==> src/rtl/fg_pkg.sv <==
// Shared types for the function-generator measurement datapath.
package fg_pkg;
    localparam int SAMPLE_W = 8;

    typedef enum logic [1:0] {
        ST_IDLE    = 2'd0,
        ST_SYNC    = 2'd1,
        ST_MEASURE = 2'd2
    } state_t;

    // LOW/HIGH encodings double as the 1-bit polarity value.
    typedef enum logic [1:0] {
        CL_LOW  = 2'd0,
        CL_HIGH = 2'd1,
        CL_HOLD = 2'd2
    } cls_t;
endpackage

==> src/rtl/square_meter_if.sv <==
// Sample bus into the square-wave meter and its measurement results.
interface square_meter_if
    import fg_pkg::*;
#(
    parameter int CNT_W = 16
);
    logic                       sample_en;
    logic signed [SAMPLE_W-1:0] sample_in;
    logic                       meas_valid;
    logic                       meas_pol;
    logic [CNT_W-1:0]           half_period;
    logic signed [SAMPLE_W-1:0] high_level;
    logic signed [SAMPLE_W-1:0] low_level;
    logic                       locked;
    logic                       timeout;

    modport master (
        output sample_en, sample_in,
        input  meas_valid, meas_pol, half_period, high_level, low_level, locked, timeout
    );

    modport slave (
        input  sample_en, sample_in,
        output meas_valid, meas_pol, half_period, high_level, low_level, locked, timeout
    );
endinterface

==> src/rtl/sq_polarity_slicer.sv <==
// Combinational high/low/hold classifier with a symmetric hysteresis band.
module sq_polarity_slicer
    import fg_pkg::*;
#(
    parameter logic signed [SAMPLE_W-1:0] HYST = '0
) (
    input  logic signed [SAMPLE_W-1:0] sample,
    output cls_t                       cls
);
    // One extra bit so that -HYST cannot overflow for HYST = -128.
    logic signed [SAMPLE_W:0] s_x;
    logic signed [SAMPLE_W:0] h_x;

    assign s_x = {sample[SAMPLE_W-1], sample};
    assign h_x = {HYST[SAMPLE_W-1], HYST};

    // Above the band is HIGH, below it is LOW, inside it keeps the previous class.
    always_comb begin
        cls = CL_HOLD;
        if (s_x > h_x)
            cls = CL_HIGH;
        else if (s_x < -h_x)
            cls = CL_LOW;
    end
endmodule

==> src/rtl/square_meter.sv <==
// Square-wave meter: half-period length, peak levels, lock and timeout.
module square_meter
    import fg_pkg::*;
#(
    parameter logic signed [SAMPLE_W-1:0] HYST = '0,
    parameter int CNT_W        = 16,
    parameter int TOL          = 0,
    parameter int LOCK_MATCHES = 2
) (
    input  logic         clk,
    input  logic         rst,
    square_meter_if.slave bus
);
    localparam int MW = $clog2(LOCK_MATCHES + 2);
    localparam logic [MW-1:0]  LOCK_M = MW'(LOCK_MATCHES);
    localparam logic [CNT_W:0] TOL_W  = (CNT_W + 1)'(TOL);

    cls_t                       cls;
    state_t                     st_q, st_d;
    logic                       pol_q, pol_d;
    logic [CNT_W-1:0]           cnt_q, cnt_d;
    logic signed [SAMPLE_W-1:0] peak_q, peak_d;
    logic [1:0][CNT_W-1:0]      last_q, last_d;
    logic [1:0]                 seen_q, seen_d;
    logic [MW-1:0]              mcnt_q, mcnt_d;
    logic                       mv_q, mv_d, mpol_q, mpol_d, lk_q, lk_d, to_q, to_d;
    logic [CNT_W-1:0]           hp_q, hp_d;
    logic signed [SAMPLE_W-1:0] hi_q, hi_d, lo_q, lo_d;
    logic                       edge_s, cnt_max;
    logic [CNT_W-1:0]           last_sel, diff;

    sq_polarity_slicer #(.HYST(HYST)) u_slicer (.sample(bus.sample_in), .cls(cls));

    assign edge_s   = (cls == CL_HIGH && !pol_q) || (cls == CL_LOW && pol_q);
    assign cnt_max  = (cnt_q == '1);
    assign last_sel = last_q[pol_q];
    assign diff     = (cnt_q >= last_sel) ? cnt_q - last_sel : last_sel - cnt_q;

    // Next-state and output computation; only accepted samples move anything.
    always_comb begin
        st_d   = st_q;   pol_d  = pol_q;  cnt_d = cnt_q;  peak_d = peak_q;
        last_d = last_q; seen_d = seen_q; mcnt_d = mcnt_q;
        mv_d   = 1'b0;   to_d   = 1'b0;
        mpol_d = mpol_q; hp_d   = hp_q;   hi_d  = hi_q;   lo_d   = lo_q;  lk_d = lk_q;
        if (bus.sample_en) begin
            unique case (st_q)
                ST_IDLE: begin
                    if (cls != CL_HOLD) begin
                        st_d  = ST_SYNC;
                        pol_d = (cls == CL_HIGH);
                        cnt_d = CNT_W'(1);
                    end
                end
                ST_SYNC, ST_MEASURE: begin
                    if (edge_s) begin
                        // The first edge only aligns us; the partial half before it is dropped.
                        if (st_q == ST_MEASURE) begin
                            mv_d   = 1'b1;
                            mpol_d = pol_q;
                            hp_d   = cnt_q;
                            if (pol_q) hi_d = peak_q;
                            else       lo_d = peak_q;
                            if (seen_q[pol_q] && ({1'b0, diff} <= TOL_W))
                                mcnt_d = (mcnt_q >= LOCK_M) ? mcnt_q : mcnt_q + MW'(1);
                            else
                                mcnt_d = '0;
                            last_d[pol_q] = cnt_q;
                            seen_d[pol_q] = 1'b1;
                            lk_d          = (mcnt_d >= LOCK_M);
                        end
                        st_d   = ST_MEASURE;
                        pol_d  = ~pol_q;
                        cnt_d  = CNT_W'(1);
                        peak_d = bus.sample_in;
                    end else if (cnt_max) begin
                        // No edge within the counter range: give up and resynchronise.
                        to_d   = 1'b1;
                        st_d   = ST_IDLE;
                        mcnt_d = '0;
                        lk_d   = 1'b0;
                        seen_d = '0;
                    end else begin
                        cnt_d = cnt_q + CNT_W'(1);
                        if (pol_q && bus.sample_in > peak_q)       peak_d = bus.sample_in;
                        else if (!pol_q && bus.sample_in < peak_q) peak_d = bus.sample_in;
                    end
                end
                default: st_d = ST_IDLE;
            endcase
        end
    end

    // State and registered outputs; reset clears everything.
    always_ff @(posedge clk) begin
        if (rst) begin
            st_q <= ST_IDLE; pol_q <= 1'b0; cnt_q <= '0; peak_q <= '0;
            last_q <= '0; seen_q <= '0; mcnt_q <= '0;
            mv_q <= 1'b0; mpol_q <= 1'b0; hp_q <= '0; hi_q <= '0; lo_q <= '0;
            lk_q <= 1'b0; to_q <= 1'b0;
        end else begin
            st_q <= st_d; pol_q <= pol_d; cnt_q <= cnt_d; peak_q <= peak_d;
            last_q <= last_d; seen_q <= seen_d; mcnt_q <= mcnt_d;
            mv_q <= mv_d; mpol_q <= mpol_d; hp_q <= hp_d; hi_q <= hi_d; lo_q <= lo_d;
            lk_q <= lk_d; to_q <= to_d;
        end
    end

    assign bus.meas_valid  = mv_q;
    assign bus.meas_pol    = mpol_q;
    assign bus.half_period = hp_q;
    assign bus.high_level  = hi_q;
    assign bus.low_level   = lo_q;
    assign bus.locked      = lk_q;
    assign bus.timeout     = to_q;
endmodule

==> src/flat_wrapper.sv <==
// flat-port wrapper written by rule: the top's interface ports become plain ports
module square_meter_flat import fg_pkg::*;
#(
    parameter logic signed [SAMPLE_W-1:0] HYST = '0,
    parameter int CNT_W        = 16,
    parameter int TOL          = 0,
    parameter int LOCK_MATCHES = 2
)
  (clk, rst, bus_sample_en, bus_sample_in, bus_meas_valid, bus_meas_pol, bus_half_period, bus_high_level, bus_low_level, bus_locked, bus_timeout);
  square_meter_if #(.CNT_W(CNT_W)) bus_i ();
  input  logic clk;
  input  logic rst;
  input wire logic [$bits(bus_i.sample_en)-1:0] bus_sample_en;
  input wire logic [$bits(bus_i.sample_in)-1:0] bus_sample_in;
  output wire logic [$bits(bus_i.meas_valid)-1:0] bus_meas_valid;
  output wire logic [$bits(bus_i.meas_pol)-1:0] bus_meas_pol;
  output wire logic [$bits(bus_i.half_period)-1:0] bus_half_period;
  output wire logic [$bits(bus_i.high_level)-1:0] bus_high_level;
  output wire logic [$bits(bus_i.low_level)-1:0] bus_low_level;
  output wire logic [$bits(bus_i.locked)-1:0] bus_locked;
  output wire logic [$bits(bus_i.timeout)-1:0] bus_timeout;
  assign bus_i.sample_en = bus_sample_en;
  assign bus_i.sample_in = bus_sample_in;
  assign bus_meas_valid = bus_i.meas_valid;
  assign bus_meas_pol = bus_i.meas_pol;
  assign bus_half_period = bus_i.half_period;
  assign bus_high_level = bus_i.high_level;
  assign bus_low_level = bus_i.low_level;
  assign bus_locked = bus_i.locked;
  assign bus_timeout = bus_i.timeout;
  square_meter #(.HYST(HYST), .CNT_W(CNT_W), .TOL(TOL), .LOCK_MATCHES(LOCK_MATCHES)) u_core (.clk(clk), .rst(rst), .bus(bus_i));
endmodule
==> config.mk <==
export PLATFORM = sky130hd
export DESIGN_NAME = square_meter_flat
export DESIGN_NICKNAME = d
export VERILOG_FILES = /design/src/rtl/fg_pkg.sv /design/src/rtl/square_meter_if.sv /design/src/rtl/sq_polarity_slicer.sv /design/src/rtl/square_meter.sv /design/src/flat_wrapper.sv
export SDC_FILE = /design/constraint.sdc
export NUM_CORES = 1
export LEC_CHECK = 0
export ABC_AREA = 1
export ABC_CLOCK_PERIOD_IN_PS = 4400
export CAP_MARGIN = 25
export CORE_ASPECT_RATIO = 0.9
export CORE_MARGIN = 5
export CORE_UTILIZATION = 25
export DETAILED_ROUTE_END_ITERATION = 12
export SYNTH_ARGS = -nofsm -noshare
export SYNTH_HDL_FRONTEND = slang
export SYNTH_HIERARCHICAL = 1
export SYNTH_SLANG_ARGS = --single-unit
==> constraint.sdc <==
create_clock -name clk -period 4.4 [get_ports clk]
set_clock_uncertainty 0.1 [all_clocks]
set_input_delay 0.44 -clock clk [delete_from_list [all_inputs] [get_ports clk]]
set_output_delay 0.44 -clock clk [all_outputs]
set_load 0.005 [all_outputs]
Word-level counts from Yosys, hierarchy flattened
Cells that the tools add are included.
{ "word_totals": {"n_memories": 0, "inputBits": 11, "mem_bits_rw": 0, "ff_bits": 99, "mem_bits_ro": 0, "out_inout_bits": 36, "latchBits": 0, "elab_cells": 111} }
{ "op_classes": {"n_lt_le_gt_ge": 10, "eq_ne": 11, "multipliers": 0, "addsub": 4, "n_shift": 0, "bitwise_logic": 5, "n_reduce_logical": 24, "muxes": 42, "div": 0} }
{ "op_table": {"columns": ["cell", "count"], "rows": [
  ["two-way mux 16 bit", 7],
  ["bitwise mux 32 bit", 1],
  ["two-way mux 8 bit", 4],
  ["one-hot mux 16 bit (2 select lines)", 1],
  ["subtractor 16 bit", 2],
  ["two-way mux 2 bit", 15],
  ["AND reduction 4 bit", 5],
  ["adder 16 x 1 -> 16 bit, second input constant", 1],
  ["demux 16 bit (select 1 bit)", 1],
  ["== test 16 bit, second input constant", 1],
  ["greater-or-equal comparator 16 bit", 1],
  ["<= comparator 16 x 1 -> 1 bit, second input constant", 1],
  ["two-way mux 1 bit", 10],
  ["AND reduction 5 bit", 2],
  ["> comparator 8 x 1 -> 1 bit, second input constant", 1],
  ["> comparator 8 bit", 1],
  ["< comparator 8 x 1 -> 1 bit, second input constant", 1],
  ["< comparator 8 bit", 1],
  ["OR reduction 4 bit", 2],
  ["logical AND 1 bit", 6],
  ["inequality test 2 x 1 -> 1 bit, second input constant", 3],
  ["== test 2 x 1 -> 1 bit, second input constant", 2],
  ["greater-or-equal comparator 2 bit, second input constant", 2],
  ["logical NOT 2 bit", 2],
  ["18 further kinds", 23]
]} }

Longest topological paths before layout
{ "logic_depth": {"word_depth": 14, "depth_mapped": 23, "mapped_depth_nobuf": 22} }

Modules after synthesis
Netlist, hierarchy kept.
{ "by_module_without_submodules": {"columns": ["mod", "instances", "cells_each", "seq_area_each_um2", "area_per_inst_um2"], "rows": [
  ["square_meter", 1, 951, 1981.9, 6202.2],
  ["sq_polarity_slicer", 1, 8, 0.0, 32.5]
]} }

Least setup slack after synthesis
OpenSTA, ideal clock, no wires.
{ "synth_timing": {"path_kind": "flip-flop to flip-flop", "startpoint": "register u_core.pol_q", "endpoint": "register u_core.lk_q (netlist: u_core/bus.locked)", "n_path_buf": 3, "t_arrival_ns": 2.737, "required_time_ns": 4.230, "path_stages_with_launch": 22, "setup_time_ns": 0.070, "slack_ns": 1.492, "cell_sequence": "dfxtp_1 > clkbuf_1 > buf_1 > nand2_1 > o21ai_0 > inv_1 > ha_1 > buf_2 > nand2_1 > nor2_2 > nand4_1 > nand3_1 > nand2_1 > nand2_2 > inv_2 > nand2_1 > inv_1 > nor2_1 > nand2_1 > nor2_1 > nand3_1 > a21oi_1"} }
{ "synth_between": {"elab_chain_cells": 14, "word_cells_on_any_way": 25} }
{ "synth_lines": {"columns": ["item", "line_no", "source"], "rows": [
  ["start, declared", "square_meter.sv:20", "logic pol_q, pol_d;"],
  ["start signal, assigned", "square_meter.sv:101", "st_q <= st_d; pol_q <= pol_d; cnt_q <= cnt_d; peak_q <= peak_d;"],
  ["two-way mux 16 bit (not written as such) (2 in a row)", "square_meter.sv:36", "assign last_sel = last_q[pol_q];"],
  ["subtractor 16 bit / greater-or-equal comparator 16 bit (equally long branches)", "square_meter.sv:37", "assign diff = (cnt_q >= last_sel) ? cnt_q - last_sel : last_sel - cnt_q;"],
  ["two-way mux 16 bit", "square_meter.sv:37", null],
  ["<= comparator 16 x 1 -> 1 bit", "square_meter.sv:63", "if (seen_q[pol_q] && ({1'b0, diff} <= TOL_W))"],
  ["logical AND 1 bit", "square_meter.sv:63", null],
  ["two-way mux 2 bit", "square_meter.sv:63", null],
  ["two-way mux 2 bit", "square_meter.sv:57", "if (st_q == ST_MEASURE) begin"],
  ["two-way mux 2 bit", "square_meter.sv:55", "if (edge_s) begin"],
  ["two-way mux 2 bit", "square_meter.sv:46", "unique case (st_q)"],
  ["two-way mux 2 bit", "square_meter.sv:45", "if (bus.sample_en) begin"],
  ["greater-or-equal comparator 2 bit", "square_meter.sv:69", "lk_d = (mcnt_d >= LOCK_M);"],
  ["two-way mux 1 bit", "square_meter.sv:57", null],
  ["two-way mux 1 bit", "square_meter.sv:55", null],
  ["end signal, assigned", "square_meter.sv:104", "lk_q <= lk_d; to_q <= to_d;"],
  ["end, declared", "square_meter.sv:26", "logic mv_q, mv_d, mpol_q, mpol_d, lk_q, lk_d, to_q, to_d;"]
]} }
Parallel ways exist; a longest one is shown, timed or not. The select of a mux whose other input is x is not followed.
A chain may end at the register's enable or synchronous reset.

Final worst setup path
{ "layout_timing": {"startpoint": "register u_core.pol_q", "endpoint": "register u_core.mcnt_q[1]"} }
{ "layout_between": {"elab_chain_cells": 13, "word_cells_on_any_way": 24} }
{ "layout_lines": {"columns": ["item", "line_no", "source"], "rows": [
  ["two-way mux 16 bit (not written as such) (2 in a row)", "square_meter.sv:36", null],
  ["subtractor 16 bit / greater-or-equal comparator 16 bit (equally long branches)", "square_meter.sv:37", null],
  ["two-way mux 16 bit", "square_meter.sv:37", null],
  ["<= comparator 16 x 1 -> 1 bit", "square_meter.sv:63", null],
  ["logical AND 1 bit", "square_meter.sv:63", null],
  ["two-way mux 2 bit", "square_meter.sv:63", null],
  ["two-way mux 2 bit", "square_meter.sv:57", null],
  ["two-way mux 2 bit", "square_meter.sv:55", null],
  ["two-way mux 2 bit", "square_meter.sv:46", null],
  ["two-way mux 2 bit", "square_meter.sv:45", null],
  ["two-way mux 2 bit", "square_meter.sv:57", null],
  ["two-way mux 2 bit", "square_meter.sv:55", null],
  ["end signal, assigned", "square_meter.sv:102", "last_q <= last_d; seen_q <= seen_d; mcnt_q <= mcnt_d;"],
  ["end, declared", "square_meter.sv:25", "logic [MW-1:0] mcnt_q, mcnt_d;"]
]} }
Parallel ways exist; a longest one is shown, timed or not. The select of a mux whose other input is x is not followed.

==> results_dict.tcl <==
set metrics [dict create \
    cts_root_buf "clkbuf_16" \
    post-route-drc-count 0 \
    cts.hold.buffers_added 0 \
    diodes 0 \
    crit_fanout 33 \
    dpl.cell_count 1319 \
    syn-num-nets 1014 \
    critPathSlowestCell "dfxtp_1" \
    clkLatencyLatePin_ns 0.35 \
    wl_per_cell_um 13.0 \
    p_leak_nw 3.22 \
    cp-start-kind "register" \
    synth_warnings 6 \
    viasPerCell 4.49 \
    ctsResizeCount 0 \
    wl_um 17300 \
    die_y_um 160 \
    rows 54 \
    io_pins 47 \
    synth_edf_count 0 \
    maxCapViolations 0 \
    grtUsageTotal_pct 12.4 \
    grt.overflow.total 0 \
    mostFrequentLayoutCells "nand2_1 (258), inv_1 (145), dfxtp_1 (99)" \
    final_common_cell "nand2_1" \
    cp_cell_sequence "o21ai_0 -> inv_1 -> ha_1 -> nand2_1 -> nand2_1 -> nand2_1 -> nand2_2 -> nand2_1 -> nand3_1 -> nand2_1 -> nand2_2 -> inv_2 -> nand3_1 -> nand2_1 -> nand2_1 -> nor2_1 -> nand3_1 -> a21oi_1" \
    max_clock_freq_mhz 275 \
    ys.flop_type "dfxtp_1" \
    async_reset_ff_share_pct 0 \
    nets 1049 \
    grt_pass1_vias 5800 \
    antenna_found_initial 0 \
    place.gp.congestion 0.869 \
    slew_headroom_pct 32.8 \
    worstMarginPinSlew_ns 1.00 \
    cp_slowest_stage_delay_ns 0.97 \
    clockBufferDepth 2 \
    core_region_area_um2 24400 \
    final_cells 1335 \
    rsz0062_at_grt "no" \
    postSynthAreaPerCell_um2 6.50 \
    grt_pass1_wl_um 29200 \
    layout-drive-gt1-share_pct 6.11 \
    fin_crit_ns 3.63 \
    drt_iter0_markers 329 \
    netlist_instances 959 \
    hpwlAfterDp_um 13600 \
    cts_made_buffers 9 \
    crit_type "register to register" \
    finalHoldViolations 0 \
    worstPathArrival_ns 3.81 \
    ys_types 40 \
    pwr_density_cell_nw_per_um2 379 \
    final.setup.tns_ns 0 \
    period_share_pct 82.5 \
    drt-pass1-iter-count 7 \
    area_growth_pct 17.5 \
    htree_levels 3 \
    ys_ff_latch 99 \
    die_x_um 176 \
    die_area_um2 28200 \
    hp-start "u_core/last_q[16]" \
    grt_max_degree 42 \
    crit_buf_inv 2 \
    yosysSeqAreaShare_pct 31.8 \
    cts_tree "done" \
    crit_top_cell "nand2_1" \
    vias 5995 \
    r2r-start "u_core/pol_q" \
    vdd_drop_max_v 0.000171 \
    critical_path_required_ns 4.58 \
    cts.clk_slew.worst_paths_ns 0.07 \
    slew_viol_final 0 \
    status "completed" \
    start_util_pct 25.6 \
    setup_viol 0 \
    n_fill_cell 2695 \
    path_delay_family "simple AND/OR/NAND/NOR gates" \
    startpoint "u_core/pol_q" \
    clock-sinks 99 \
    post_cts_buffers 0 \
    hold_path_class "register to register" \
    io_buffer_count 46 \
    synthesis.area_um2 6230 \
    crit_path_end_kind "register" \
    ant_nets 0 \
]
## cells by family (layout without fill, tap and decap cells)
| logic type | after synthesis | count (layout) | synth area share (%) |
|---|---|---|---|
| AOI/OAI and AO/OA | 193 | 193 | 16.9 |
| xor gates and xnor gates | 9 | 9 | 1.26 |
| adders and majority gates | 44 | 44 | 8.83 |
| buffers and inverters | 180 | 220 | 11.1 |
| DFF | 99 | 99 | 31.8 |
| and+or+nand+nor | 434 | 434 | 30.1 |
## path summary, 6_finish.rpt
| kind | end | slack [ns] | cells past startpoint |
|---|---|---|---|
| worst min register to register | u_core/last_q[16] | 0.36 | 2 |
| worst max-delay path | u_core/mcnt_q[1] | 0.77 | 18 |
| worst min-delay path | u_core/last_q[16] | 0.36 | 2 |
| worst max register to register | u_core/mcnt_q[1] | 0.77 | 18 |
## per-layer routing
metal  vias to the layer above  part of all wire (%)  global-route usage, %  wire, µm
li1                       3143                     -                      -         -
met1                      2698                    48                   17.1      8310
met2                       141                    46                   20.3      7930
met3                        13                   5.2                   2.17       898
met4                         0                   1.1                   3.13       191
met5                         -                     0                      0         0
## layout make-up
| class | count | area, µm² | share of cell area [%] |
|---|---|---|---|
| Multi-Input combinational cell | 680 | 3560 | 48.6 |
| Sequential cell | 99 | 1980 | 27.1 |
| Clock inverter | 7 | 58.8 | 0.803 |
| Inverter | 152 | 571 | 7.79 |
| Timing Repair Buffer | 52 | 505 | 6.90 |
| Clock buffer | 9 | 225 | 3.08 |
| Tap cell | 336 | 420 | 5.74 |
## flip-flops by register name (all words and copies together) (netlist names)
name	flops
u_core/bus.high_level	8
u_core/peak_q	8
u_core/bus.half_period	16
u_core/mcnt_q	2
u_core/bus.locked	1
u_core/seen_q	2
u_core/last_q	32
u_core/cnt_q	16
u_core/bus.low_level	8
u_core/bus.timeout	1
u_core/bus.meas_pol	1
u_core/bus.meas_valid	1
u_core/pol_q	1
u_core/st_q	2
## tightest hold or removal path, cell delays in order (launching register included)
cell     delay, ns
dfxtp_1       0.30
inv_1         0.06
a21oi_1       0.06
## stage by stage
stage | cell area [µm²] | util, % | hold slack (ns) | setup WS, ns | total power, mW
after floorplan | 6230 | - | 0.327 | 1.49 | 1.77
final | 7320 | 30.0 | 0.358 | 0.768 | 2.77
after global placement | 7040 | 28.9 | 0.339 | 0.789 | 2.03
after CTS | 7320 | 30.0 | 0.356 | 0.768 | 2.79
after detailed placement | 7040 | 28.9 | 0.345 | 0.778 | 2.03
after global routing | 7320 | 30.0 | 0.369 | 0.332 | 3.00
## cell usage after synthesis, types with 8 or more instances
cell type  number  area share [%]
o21ai_0        64             5.1
clkbuf_1       18             1.1
nand2_1       258              16
xor2_1          8             1.1
ha_1           44             8.8
nand3_1        56             4.5
dfxtp_1        99              32
a211oi_1       19             2.3
inv_1         145             8.7
nor2_1         70             4.2
nand4_1        10             1.0
nand2_2        13             1.3
a21oi_1        94             7.5
## power by group
group          switching [mW]  internal (mW)
Clock                   0.361          0.392
Combinational           0.724          0.359
Sequential             0.0254          0.913
Total                    1.11           1.66
(Power assumes the default switching activity.)
